### src/rtl/conv_pkg.sv
// ----------------------------------------------------------------------------
// conv_pkg
// Shared definitions for the convolution output path: DSP result width,
// requantised output width, saturation limits, the collector FSM encoding and
// a saturating narrow helper.
// ----------------------------------------------------------------------------
package conv_pkg;

  localparam int DSP_P_W = 48;
  localparam int OUT_W   = 16;

  localparam logic signed [OUT_W-1:0] OUT_MAX = 16'sh7FFF;
  localparam logic signed [OUT_W-1:0] OUT_MIN = 16'sh8000;

  // Saturation limits held at the full working width so the compare never wraps
  localparam logic signed [DSP_P_W:0] SAT_HI = 49'sd32767;
  localparam logic signed [DSP_P_W:0] SAT_LO = -49'sd32768;

  typedef enum logic [1:0] {
    ST_IDLE = 2'd0,
    ST_RUN  = 2'd1,
    ST_DONE = 2'd2
  } collector_state_e;

  // Clamp a working-width value into the signed output range
  function automatic logic signed [OUT_W-1:0] sat_to_out(input logic signed [DSP_P_W:0] v);
    logic signed [OUT_W-1:0] res;
    if (v > SAT_HI)      res = OUT_MAX;
    else if (v < SAT_LO) res = OUT_MIN;
    else                 res = v[OUT_W-1:0];
    return res;
  endfunction

endpackage

### src/rtl/conv_out_collector_sync_fifo.sv
// ----------------------------------------------------------------------------
// sync_fifo
// Single-clock first-word-fall-through FIFO. The head entry is presented on
// o_rd_data whenever o_empty is low; i_rd_en pops it. A write while full is
// accepted only if a pop happens in the same cycle.
// Ports:
//   i_clk, i_rst_n      clock / asynchronous active-low reset
//   i_wr_en, i_wr_data  push request and data
//   i_rd_en             pop request (ignored when empty)
//   o_rd_data           head entry (zero when empty)
//   o_full, o_empty     occupancy flags
// ----------------------------------------------------------------------------
module sync_fifo #(
  parameter int WIDTH = 17,
  parameter int DEPTH = 16
) (
  input  logic             i_clk,
  input  logic             i_rst_n,
  input  logic             i_wr_en,
  input  logic [WIDTH-1:0] i_wr_data,
  input  logic             i_rd_en,
  output logic [WIDTH-1:0] o_rd_data,
  output logic             o_full,
  output logic             o_empty
);

  localparam int AW = $clog2(DEPTH);
  localparam logic [AW:0] FULL_CNT = (AW+1)'(DEPTH);

  logic [WIDTH-1:0] r_mem [DEPTH];
  logic [AW-1:0]    r_wr_ptr;
  logic [AW-1:0]    r_rd_ptr;
  logic [AW:0]      r_count;
  logic             w_do_wr;
  logic             w_do_rd;

  assign o_full   = (r_count == FULL_CNT);
  assign o_empty  = (r_count == '0);
  assign w_do_rd  = i_rd_en & ~o_empty;
  // A simultaneous pop frees the slot, so a write into a full FIFO still lands
  assign w_do_wr  = i_wr_en & (~o_full | w_do_rd);

  // Head entry is forced to zero when empty so the outputs are clean after reset
  assign o_rd_data = o_empty ? '0 : r_mem[r_rd_ptr];

  always_ff @(posedge i_clk) begin
    if (w_do_wr) r_mem[r_wr_ptr] <= i_wr_data;
  end

  always_ff @(posedge i_clk or negedge i_rst_n) begin
    if (!i_rst_n) begin
      r_wr_ptr <= '0;
      r_rd_ptr <= '0;
      r_count  <= '0;
    end else begin
      if (w_do_wr) r_wr_ptr <= r_wr_ptr + 1'b1;
      if (w_do_rd) r_rd_ptr <= r_rd_ptr + 1'b1;
      case ({w_do_wr, w_do_rd})
        2'b10:   r_count <= r_count + 1'b1;
        2'b01:   r_count <= r_count - 1'b1;
        default: r_count <= r_count;
      endcase
    end
  end

endmodule

### src/rtl/conv_out_collector.sv
// ----------------------------------------------------------------------------
// conv_out_collector
// Output stage behind the DSP-cascade convolution PE. Tracks the window
// position of every PE result, keeps only positions whose window does not
// wrap a row edge, requantises kept results to 16-bit signed (round, shift,
// saturate) and queues them in a FIFO feeding a valid/ready writer port.
// The PE cannot stall, so a full FIFO drops the sample and raises o_ovf.
// Build option: CONV_OUT_RELU_EN forces negative results to zero after
// saturation.
// Ports:
//   i_clk, i_rst_n        clock / asynchronous active-low reset
//   i_valid, i_P          PE result stream
//   i_clr                 clears the sticky o_ovf / o_err flags
//   o_data, o_valid, o_last, i_ready   downstream valid/ready port
//   o_frame_done          pulse when the last kept position is captured
//   o_ovf                 sticky: kept sample lost to a full FIFO
//   o_err                 sticky: i_valid dropped mid-frame
// ----------------------------------------------------------------------------
module conv_out_collector
  import conv_pkg::*;
#(
  parameter int FM_SIZE     = 4,
  parameter int KERNEL_SIZE = 2,
  parameter int SHIFT       = 4,
  parameter int FIFO_DEPTH  = 16
) (
  input  logic                      i_clk,
  input  logic                      i_rst_n,
  input  logic                      i_valid,
  input  logic signed [DSP_P_W-1:0] i_P,
  input  logic                      i_clr,
  output logic signed [OUT_W-1:0]   o_data,
  output logic                      o_valid,
  input  logic                      i_ready,
  output logic                      o_last,
  output logic                      o_frame_done,
  output logic                      o_ovf,
  output logic                      o_err
);

  localparam int CW = (FM_SIZE > 1) ? $clog2(FM_SIZE) : 1;
  localparam logic [CW-1:0] LAST_POS = CW'(FM_SIZE - KERNEL_SIZE);
  localparam logic [CW-1:0] LAST_COL = CW'(FM_SIZE - 1);
  localparam logic signed [DSP_P_W:0] ROUND =
    (SHIFT == 0) ? '0 : (49'sd1 <<< ((SHIFT == 0) ? 0 : SHIFT - 1));

  collector_state_e r_state, w_state_nxt;
  logic [CW-1:0]    r_row, r_col, w_row_nxt, w_col_nxt;
  logic             w_keep, w_last, w_err_set;

  logic signed [DSP_P_W:0] w_sum, w_shifted;
  logic signed [OUT_W-1:0] w_sat, w_res;

  logic             r_q_valid, r_q_last, r_frame_done, r_ovf, r_err;
  logic [OUT_W-1:0] r_q_data;
  logic [OUT_W:0]   w_rd_data;
  logic             w_full, w_empty, w_drop;

  // IDLE treats a valid sample as position (0,0) because the counters rest at zero
  always_comb begin
    w_state_nxt = r_state;
    w_row_nxt   = r_row;
    w_col_nxt   = r_col;
    w_keep      = 1'b0;
    w_last      = 1'b0;
    w_err_set   = 1'b0;
    case (r_state)
      ST_IDLE, ST_RUN: begin
        if (i_valid) begin
          w_keep = (r_col <= LAST_POS) && (r_row <= LAST_POS);
          w_last = w_keep && (r_col == LAST_POS) && (r_row == LAST_POS);
          if (w_last) begin
            w_state_nxt = ST_DONE;
            w_row_nxt   = '0;
            w_col_nxt   = '0;
          end else begin
            w_state_nxt = ST_RUN;
            if (r_col == LAST_COL) begin
              w_col_nxt = '0;
              w_row_nxt = r_row + 1'b1;
            end else begin
              w_col_nxt = r_col + 1'b1;
            end
          end
        end else if (r_state == ST_RUN) begin
          w_err_set   = 1'b1;
          w_state_nxt = ST_IDLE;
          w_row_nxt   = '0;
          w_col_nxt   = '0;
        end
      end
      ST_DONE: begin
        if (!i_valid) w_state_nxt = ST_IDLE;
      end
      default: w_state_nxt = ST_IDLE;
    endcase
  end

  always_ff @(posedge i_clk or negedge i_rst_n) begin
    if (!i_rst_n) begin
      r_state <= ST_IDLE;
      r_row   <= '0;
      r_col   <= '0;
    end else begin
      r_state <= w_state_nxt;
      r_row   <= w_row_nxt;
      r_col   <= w_col_nxt;
    end
  end

  // Round-half-up then arithmetic shift, one bit wider than P so nothing wraps
  assign w_sum     = {i_P[DSP_P_W-1], i_P} + ROUND;
  assign w_shifted = w_sum >>> SHIFT;
  assign w_sat     = sat_to_out(w_shifted);
`ifdef CONV_OUT_RELU_EN
  assign w_res     = w_sat[OUT_W-1] ? '0 : w_sat;
`else
  assign w_res     = w_sat;
`endif

  // A dropped write can only happen when full and the head is not being popped
  assign w_drop = r_q_valid & w_full & ~i_ready;

  always_ff @(posedge i_clk or negedge i_rst_n) begin
    if (!i_rst_n) begin
      r_q_valid    <= 1'b0;
      r_q_last     <= 1'b0;
      r_q_data     <= '0;
      r_frame_done <= 1'b0;
      r_ovf        <= 1'b0;
      r_err        <= 1'b0;
    end else begin
      r_q_valid    <= w_keep;
      r_q_last     <= w_last;
      r_q_data     <= w_res;
      r_frame_done <= w_last;
      r_ovf        <= (r_ovf & ~i_clr) | w_drop;
      r_err        <= (r_err & ~i_clr) | w_err_set;
    end
  end

  sync_fifo #(
    .WIDTH (OUT_W + 1),
    .DEPTH (FIFO_DEPTH)
  ) u_fifo (
    .i_clk     (i_clk),
    .i_rst_n   (i_rst_n),
    .i_wr_en   (r_q_valid),
    .i_wr_data ({r_q_last, r_q_data}),
    .i_rd_en   (i_ready),
    .o_rd_data (w_rd_data),
    .o_full    (w_full),
    .o_empty   (w_empty)
  );

  assign o_valid      = ~w_empty;
  assign o_data       = w_rd_data[OUT_W-1:0];
  assign o_last       = w_rd_data[OUT_W];
  assign o_frame_done = r_frame_done;
  assign o_ovf        = r_ovf;
  assign o_err        = r_err;

endmodule

### config.mk
export PLATFORM = sky130hd
export DESIGN_NAME = conv_out_collector
export DESIGN_NICKNAME = d
export VERILOG_FILES = /design/src/rtl/conv_pkg.sv /design/src/rtl/conv_out_collector_sync_fifo.sv /design/src/rtl/conv_out_collector.sv
export SDC_FILE = /design/constraint.sdc
export NUM_CORES = 1
export LEC_CHECK = 0
export CORE_MARGIN = 1
export CORE_UTILIZATION = 51
export CTS_BUF_LIST = sky130_fd_sc_hd__clkbuf_2
export CTS_CLUSTER_DIAMETER = 40
export DETAILED_ROUTE_END_ITERATION = 12
export PLACE_DENSITY = 0.7
export RECOVER_POWER = 50
export SETUP_SLACK_MARGIN = 0.15
export SLEW_MARGIN = 20
export SYNTH_ARGS = -nofsm -noshare
export SYNTH_HDL_FRONTEND = slang
export SYNTH_SLANG_ARGS = --single-unit
### constraint.sdc
create_clock -name i_clk -period 4 [get_ports i_clk]
set_clock_uncertainty 0.05 [all_clocks]
set_input_delay 1.2 -clock i_clk [delete_from_list [all_inputs] [get_ports i_clk]]
set_output_delay 1.2 -clock i_clk [all_outputs]
set_load 0.02 [all_outputs]
==> results of run 1 <==
## worst register-to-register path, cell delays in order, from the launching register on
cell	delay (ns)
dfrtp_1	0.44
nor4_2	0.32
nand3b_1	0.14
and2_1	0.26
inv_1	0.14
ha_1	0.25
inv_1	0.11
fa_1	0.41
inv_1	0.08
a21o_1	0.10
a21oi_1	0.07
xnor2_1	0.15
nor2_1	0.07
xor2_1	0.15
## how the worst max path moves through the flow
| stage | startpoint | to | slack (ns) | cells after the start |
|---|---|---|---|---|
| final | u_fifo.r_rd_ptr[0] | o_data[9] | -0.19 | 6 |
| after global routing | u_fifo.r_rd_ptr[0] | o_data[9] | -0.31 | 6 |
| after CTS | u_fifo.r_rd_ptr[0] | o_data[9] | -0.26 | 6 |
| after detailed placement | i_P[9] | r_q_data[4] | -0.55 | 12 |
| after global placement | i_P[3] | r_q_data[3] | -0.53 | 12 |
| after floorplan | i_P[19] | r_q_data[10] | 0.17 | 11 |
## sequential cells by signal, indices dropped and copies added (netlist names)
register         count
u_fifo.r_mem       272
r_q_data            16
u_fifo.r_count       5
u_fifo.r_rd_ptr      4
u_fifo.r_wr_ptr      4
r_col                2
r_row                2
r_state              2
o_err                1
o_frame_done         1
o_ovf                1
r_q_valid            1
## cells by family (layout without fill, tap and decap cells)
| kind of cell | count (synthesis) | after routing | share of synthesized area (%) |
|---|---|---|---|
| other | 0 | 1 | 0 |
| flip-flops | 311 | 311 | 68.43 |
| multiplexers | 89 | 89 | 14.65 |
| AO/OA/AOI/OAI | 69 | 69 | 3.352 |
| XOR/XNOR | 38 | 38 | 2.491 |
| buffers and inverters | 51 | 312 | 1.816 |
| adder cells (fa/ha/maj) | 15 | 15 | 1.461 |
| AND/OR/NAND/NOR | 184 | 184 | 7.800 |
## power by group
part / internal [mW] / switching, mW / total, mW / leakage (nW)
combinational: 1.86 / 1.66 / 3.51 / 2.18
clock: 0.935 / 1.17 / 2.10 / 0.514
sequential: 3.90 / 0.199 / 4.10 / 2.90
total: 6.69 / 3.02 / 9.72 / 5.60
## through the flow
step / TNS (ns) / utilization, % / power (mW) / hold WS, ns / cells
3_3_place_gp: -7.561 / 59.27 / 7.389 / 0.4419 / 1215
3_5_place_dp: -7.840 / 59.27 / 7.517 / 0.4615 / 1215
2_1_floorplan: 0 / - / 6.246 / 0.4138 / 757
4_1_cts: -3.698 / 62.69 / 9.782 / 0.4039 / 1348
5_1_grt: -4.707 / 62.74 / 10.19 / 0.5173 / 1349
6_report: -2.426 / 62.74 / 9.716 / 0.4733 / 1349
## cells in the final DEF (no fill, tap or decap), types with 13 or more instances in the layout
master and instances:
edfxtp_1 272, clkbuf_2 101, buf_4 88, mux4_2 85, clkdlybuf4s50_1 50, dfrtp_1 37
nand2_1 30, o21ai_0 26, xnor2_1 23, nor2_1 23, nand3_1 22, nand4_1 19
and2_1 18, inv_1 17, nor2b_1 16, xor2_1 15, ha_1 14, nor3_1 13
## metal layers
layer	part of all wire (%)	up-vias	GRT usage, %
li1	-	3513	-
met1	39	3849	29.80
met2	52	335	40.74
met3	7.2	48	4.015
met4	2.0	0	8.333
met5	0	-	0
## what timing repair did
item / 4_1_cts / 5_1_grt
gates cloned: 5 / 0
setup endpoints to repair: 18 / 17
resized for setup: 96 / 4
setup buffers: 7 / 0
## cell type report
class,instances,area (sq um)
repair buffers,174,1659
clock buffers,101,505.5
diodes,1,2.502
multi-input cells,395,4001
inverters,17,63.81
well taps,330,412.9
flip-flops and latches,311,9149
fillers,1798,9490
clock inverters,20,187.7
==> flow_metrics.env, run 1 <==
export IMPL_clockBufferDepth=3
export IMPL_failed_checks="max-capacitance violations, max-slew violations, negative setup slack"
export IMPL_fin_ws_ns=-0.1895
export IMPL_wl_per_cell_microns=22.16
export IMPL_r2r_start="u_fifo.r_count[1]"
export IMPL_grt_max_degree=40
export IMPL_ctsHtreeMaxLevel=3
export IMPL_worstSetupEndpointType="output pin"
export IMPL_finalNetCount=1043
export IMPL_vias_per_cell=5.741
export IMPL_crit_buf_inv=3
export IMPL_syn_nets=825
export IMPL_antenna_found_initial=1
export IMPL_clock_sinks=311
export IMPL_initial_utilization_pct=52.46
export IMPL_ys_types=65
export IMPL_status="finished, violations left"
export IMPL_yosys_top_cells_area="edfxtp_1, mux4_2, dfrtp_1"
export IMPL_ys_ff_latch=311
export IMPL_clk_latency_ns=0.82
export IMPL_syn_to_final_growth_pct=19.60
export IMPL_layout_drive_gt1_share_pct=33.99
export IMPL_die_h_microns=163.9
export IMPL_port_buffers=70
export IMPL_wirelength_microns=29890
export IMPL_placed_cell_area_sq_um=15100
export IMPL_grt_pass1_wl_microns=45430
export IMPL_clockRootBuffer="clkbuf_2"
export IMPL_min_period_over_period_pct=104.7
export IMPL_critPathTopFamily="multiplexers"
export IMPL_hold_path_depth=1
export IMPL_cp_slowest_stage_delay_ns=0.52
export IMPL_ant_nets=0
export IMPL_fmax_mhz=238.7
export IMPL_worst_pin_slew_ns=2.048
export IMPL_ys_seq_area_share_pct=68.43
export IMPL_hold_path_startpoint="u_fifo.r_count[4]"
export IMPL_setup_violations=17
export IMPL_drc=0
export IMPL_grtUsageTotal_pct=23.47
export IMPL_dp_hpwl_microns=18080
export IMPL_cellPowerDensity_nw_per_um2=607.9
export IMPL_crit_arrival_ns=2.94
export IMPL_slew_headroom_pct=-36.53
export IMPL_path_clk_slew_ns=0.11
export IMPL_syn_mean_instance_area_sq_um=17.65
export IMPL_start_kind="register"
export IMPL_die_area_sq_um=26850
export IMPL_synth_top_area_share_pct=61.12
export IMPL_core_sq_um=25470
export IMPL_path_cells="buf_12, buf_12, mux4_2, mux4_2, nor2b_1, buf_4"
export IMPL_drv_cap=1
export IMPL_leakagePower_nw=5.596
export IMPL_hold_path_class="register to register"
export IMPL_synth_edf_count=272
export IMPL_numCtsBuffers=76
export IMPL_pre_cts_ws_ns=-0.5526
export IMPL_worstHoldEndpoint="u_fifo.r_count[4]"
export IMPL_gp_congestion=0.8587
export IMPL_reg2reg_slack_ns=1.23
export IMPL_dieWidth_microns=163.9
export IMPL_ios=74
export IMPL_grt_pass1_vias=8184
export IMPL_hold_buffers=0
export IMPL_yosys_warnings=0
export IMPL_cp_max_fo=7
export IMPL_fin_area_sq_um=15980
export IMPL_vias=7745
export IMPL_synthCells=757
export IMPL_synth_most_common_cell="edfxtp_1"
export IMPL_synth_area_sq_um=13360
export IMPL_finalCriticalPeriod_ns=4.189
export IMPL_ir_drop_v=0.0004209
export IMPL_finalHoldViolCount=0
export IMPL_yosys_top_cells_count="edfxtp_1, mux4_2, dfrtp_1, nand2_1, o21ai_0"
export IMPL_drtIter0Drc=680
export IMPL_num_rows=58
export IMPL_worst_path_max_delay_cell="mux4_2"
export IMPL_synth_async_reset_ratio_pct=12.54
export IMPL_grt_ovfl_total=0
export IMPL_rsz0062_at_grt="yes"
export IMPL_ys_flop_type="edfxtp_1"
export IMPL_synth_area_leader_cell="edfxtp_1"
export IMPL_r2r_end="u_fifo.r_count[4]"
export IMPL_path_class="register to output pin"
export IMPL_cts_tree="yes"
export IMPL_ff2ff_path_depth=13
export IMPL_cp_required_ns=2.75
export IMPL_maxSlewViolCount=40
export IMPL_firstDrtPassIters=5
Power figures use the tool's default switching activity.
==> run 2, diff against run 1 <==
--- a/config.mk
+++ b/config.mk
@@ -6,11 +6,10 @@
 export NUM_CORES = 1
 export LEC_CHECK = 0
 export CORE_MARGIN = 1
-export CORE_UTILIZATION = 51
+export CORE_UTILIZATION = 30
 export CTS_BUF_LIST = sky130_fd_sc_hd__clkbuf_2
 export CTS_CLUSTER_DIAMETER = 40
 export DETAILED_ROUTE_END_ITERATION = 12
-export PLACE_DENSITY = 0.7
 export RECOVER_POWER = 50
 export SETUP_SLACK_MARGIN = 0.15
 export SLEW_MARGIN = 20
==> constraint.sdc (replaced) <==
create_clock -name i_clk -period 4 [get_ports i_clk]
set_clock_uncertainty 0.05 [all_clocks]
set_input_delay 1.2 -clock i_clk [delete_from_list [all_inputs] [get_ports i_clk]]
set_output_delay 1.2 -clock i_clk [all_outputs]
set_load 0.1 [all_outputs]
==> run 2 against run 1 <==
  * The run still ends with max-capacitance violations, max-slew violations, negative setup slack left
  * Worst setup slack worse by 0.034 ns
  * Sequential power about the same
  * Core utilization down 24 points
  * Cell area up 4.5%
  * Via count about the same
  * Critical path depth unchanged
  * Combinational power up 56%
  * Sequential share of layout area down 2.4 points
  * First-iteration DRC count down 24%
==> flow_metrics.env, run 2 (synthesized netlist as in run 1, its figures left out) <==
export IMPL_status="finished, violations left"
export IMPL_failed_checks="max-capacitance violations, max-slew violations, negative setup slack"
export IMPL_die_h_microns=213.1
export IMPL_dp_hpwl_microns=18840
export IMPL_die_area_sq_um=45390
export IMPL_wirelength_microns=30350
export IMPL_maxSlewViolCount=40
export IMPL_wl_met3_microns=1703
export IMPL_cellPowerDensity_nw_per_um2=705.6
export IMPL_worst_pin_slew_ns=2.116
export IMPL_firstDrtPassIters=5
export IMPL_route_top_layer_used="met5"
export IMPL_min_period_over_period_pct=105.6
export IMPL_wl_met1_microns=13690
export IMPL_port_buffers=70
export IMPL_fin_ws_ns=-0.2238
export IMPL_num_rows=76
export IMPL_cp_max_fo=8
export IMPL_ios=74
export IMPL_path_cells="buf_12, clkbuf_16, mux4_2, mux4_2, nor2b_2, buf_12"
export IMPL_setup_violations=17
export IMPL_initial_utilization_pct=30.75
export IMPL_slew_headroom_pct=-41.09
export IMPL_finalNetCount=1049
export IMPL_clk_latency_ns=0.86
export IMPL_top_register="u_fifo.r_mem"
export IMPL_ff2ff_path_depth=13
export IMPL_gp_congestion=0.8541
export IMPL_grt_pass1_wl_microns=46480
export IMPL_ir_drop_v=0.0005118
export IMPL_drc=0
export IMPL_critPathTopFamily="multiplexers"
export IMPL_hold_path_depth=1
export IMPL_finalHoldViolCount=0
export IMPL_placed_cell_area_sq_um=15660
export IMPL_ctsHtreeMaxLevel=3
export IMPL_path_clk_slew_ns=0.10
export IMPL_worstHoldEndpoint="u_fifo.r_rd_ptr[3]"
export IMPL_drv_cap=1
export IMPL_grt_max_degree=40
export IMPL_crit_buf_inv=3
export IMPL_layout_drive_gt1_share_pct=36.50
export IMPL_crit_arrival_ns=2.97
export IMPL_cp_required_ns=2.75
export IMPL_clockRootBuffer="clkbuf_2"
export IMPL_cts_tree="yes"
export IMPL_p_switching_mw=4.446
export IMPL_routed_wl_met2_microns=14510
export IMPL_p_int_mw=7.337
export IMPL_hold_path_startpoint="u_fifo.r_rd_ptr[3]"
export IMPL_grtUsageTotal_pct=13.80
export IMPL_reg_top3="u_fifo.r_mem: 272 flops, r_q_data: 16 flops, u_fifo.r_count: 5 flops"
export IMPL_switching_share_pct=37.73
export IMPL_power_share_sequential_pct=34.8
export IMPL_cp_slowest_stage_delay_ns=0.51
export IMPL_wl_per_cell_microns=18.66
export IMPL_numCtsBuffers=77
export IMPL_reg2reg_slack_ns=1.09
export IMPL_grt_ovfl_total=0
export IMPL_final_cell_mix="edfxtp_1, clkbuf_2, buf_4"
export IMPL_dieWidth_microns=213.1
export IMPL_leakagePower_nw=5.799
export IMPL_syn_to_final_growth_pct=24.95
export IMPL_core_sq_um=43460
export IMPL_path_class="register to output pin"
export IMPL_vias=7740
export IMPL_fill_cells=4062
export IMPL_r2r_start="u_fifo.r_count[1]"
export IMPL_hold_buffers=0
export IMPL_hold_path_class="register to register"
export IMPL_drtIter0Drc=518
export IMPL_worst_path_max_delay_cell="mux4_2"
export IMPL_clock_sinks=311
export IMPL_r2r_end="u_fifo.r_count[4]"
export IMPL_grt_pass1_vias=7988
export IMPL_setup_tns_ns=-3.194
export IMPL_clockBufferDepth=3
export IMPL_fmax_mhz=236.8
export IMPL_clkPwrFrac_pct=18.6
export IMPL_vias_per_cell=4.757
export IMPL_largest_reg_flops=272
export IMPL_ant_nets=0
export IMPL_worstSetupEndpointType="output pin"
export IMPL_layout_commonest_cell="edfxtp_1"
export IMPL_fin_area_sq_um=16700
export IMPL_pre_cts_ws_ns=-0.5116
export IMPL_pwr_share_comb_pct=46.6
export IMPL_antenna_found_initial=2
export IMPL_finalCriticalPeriod_ns=4.224
export IMPL_rsz0062_at_grt="yes"
export IMPL_start_kind="register"
run 2: worst max path at each step:
stage,to,slack [ns],cells after the start,start
3_5_place_dp,r_q_data[4],-0.51,11,i_P[3]
5_1_grt,o_data[10],-0.36,6,u_fifo.r_rd_ptr[0]
6_report,o_data[8],-0.22,6,u_fifo.r_rd_ptr[0]
3_3_place_gp,r_q_data[1],-0.48,11,i_P[3]
2_1_floorplan,r_q_data[10],0.17,11,i_P[19]
4_1_cts,o_data[7],-0.36,6,u_fifo.r_rd_ptr[0]
run 2: through the flow:
step | power (mW) | utilization [%] | hold slack (ns) | instances
4_1_cts | 11.75 | 38.03 | 0.3592 | 1622
5_1_grt | 12.36 | 38.42 | 0.4505 | 1627
3_5_place_dp | 9.385 | 36.03 | 0.4143 | 1477
3_3_place_gp | 9.339 | 36.03 | 0.4103 | 1477
6_report | 11.78 | 38.42 | 0.4285 | 1627
2_1_floorplan | 7.538 | - | 0.4138 | 757
run 2: routing by layer:
metal	global-route usage [%]	vias up
li1	-	3542
met1	18.97	3915
met2	21.78	238
met3	2.809	43
met4	4.614	2
met5	0	-
run 2: timing repair:
| action | in CTS | in global routing |
|---|---|---|
| endpoints found under the hold margin | 0 | 0 |
| resized for setup | 6 | 14 |
| gates cloned | 0 | 4 |
| setup buffers | 6 | 0 |
| endpoints found under the setup margin | 18 | 18 |
run 2: final cells by class:
cell class	instances	area [sq um]	area share [%]
antenna	1	2.502	0.01499
timing repair buffer	179	1898	11.37
sequential	311	9151	54.81
clock inverter	31	220.2	1.319
multi-input combinational	395	4089	24.49
tap	585	732.0	4.384
inverter	17	63.81	0.3822
clock buffer	108	540.5	3.237
run 2: worst register-to-register path, stage by stage (launching register included):
cell and delay, ns:
dfrtp_1 0.44, nor4_2 0.33, nor2b_2 0.22, buf_8 0.26, nor2b_1 0.11, ha_1 0.29, inv_1 0.13, fa_1 0.23
inv_1 0.05, a21o_1 0.15, a21oi_1 0.17, xnor2_1 0.13, nor2_1 0.06, xor2_1 0.15
run 2: power by group through the flow:
stage	sequential (mW)	combinational (mW)	clock [mW]
after floorplan	4.09	3.45	0
after global placement	4.23	5.11	0
after detailed placement	4.25	5.14	0
after CTS	4.10	5.37	2.28
after global routing	4.14	5.77	2.44
final	4.11	5.49	2.19
==> run 3, diff against run 2 <==
--- a/config.mk
+++ b/config.mk
@@ -5,6 +5,7 @@
 export SDC_FILE = /design/constraint.sdc
 export NUM_CORES = 1
 export LEC_CHECK = 0
+export CAP_MARGIN = 20
 export CORE_MARGIN = 1
 export CORE_UTILIZATION = 30
 export CTS_BUF_LIST = sky130_fd_sc_hd__clkbuf_2
==> results of run 3 <==
Same layout as run 2: the final DEF is identical, and so are final timing and power.
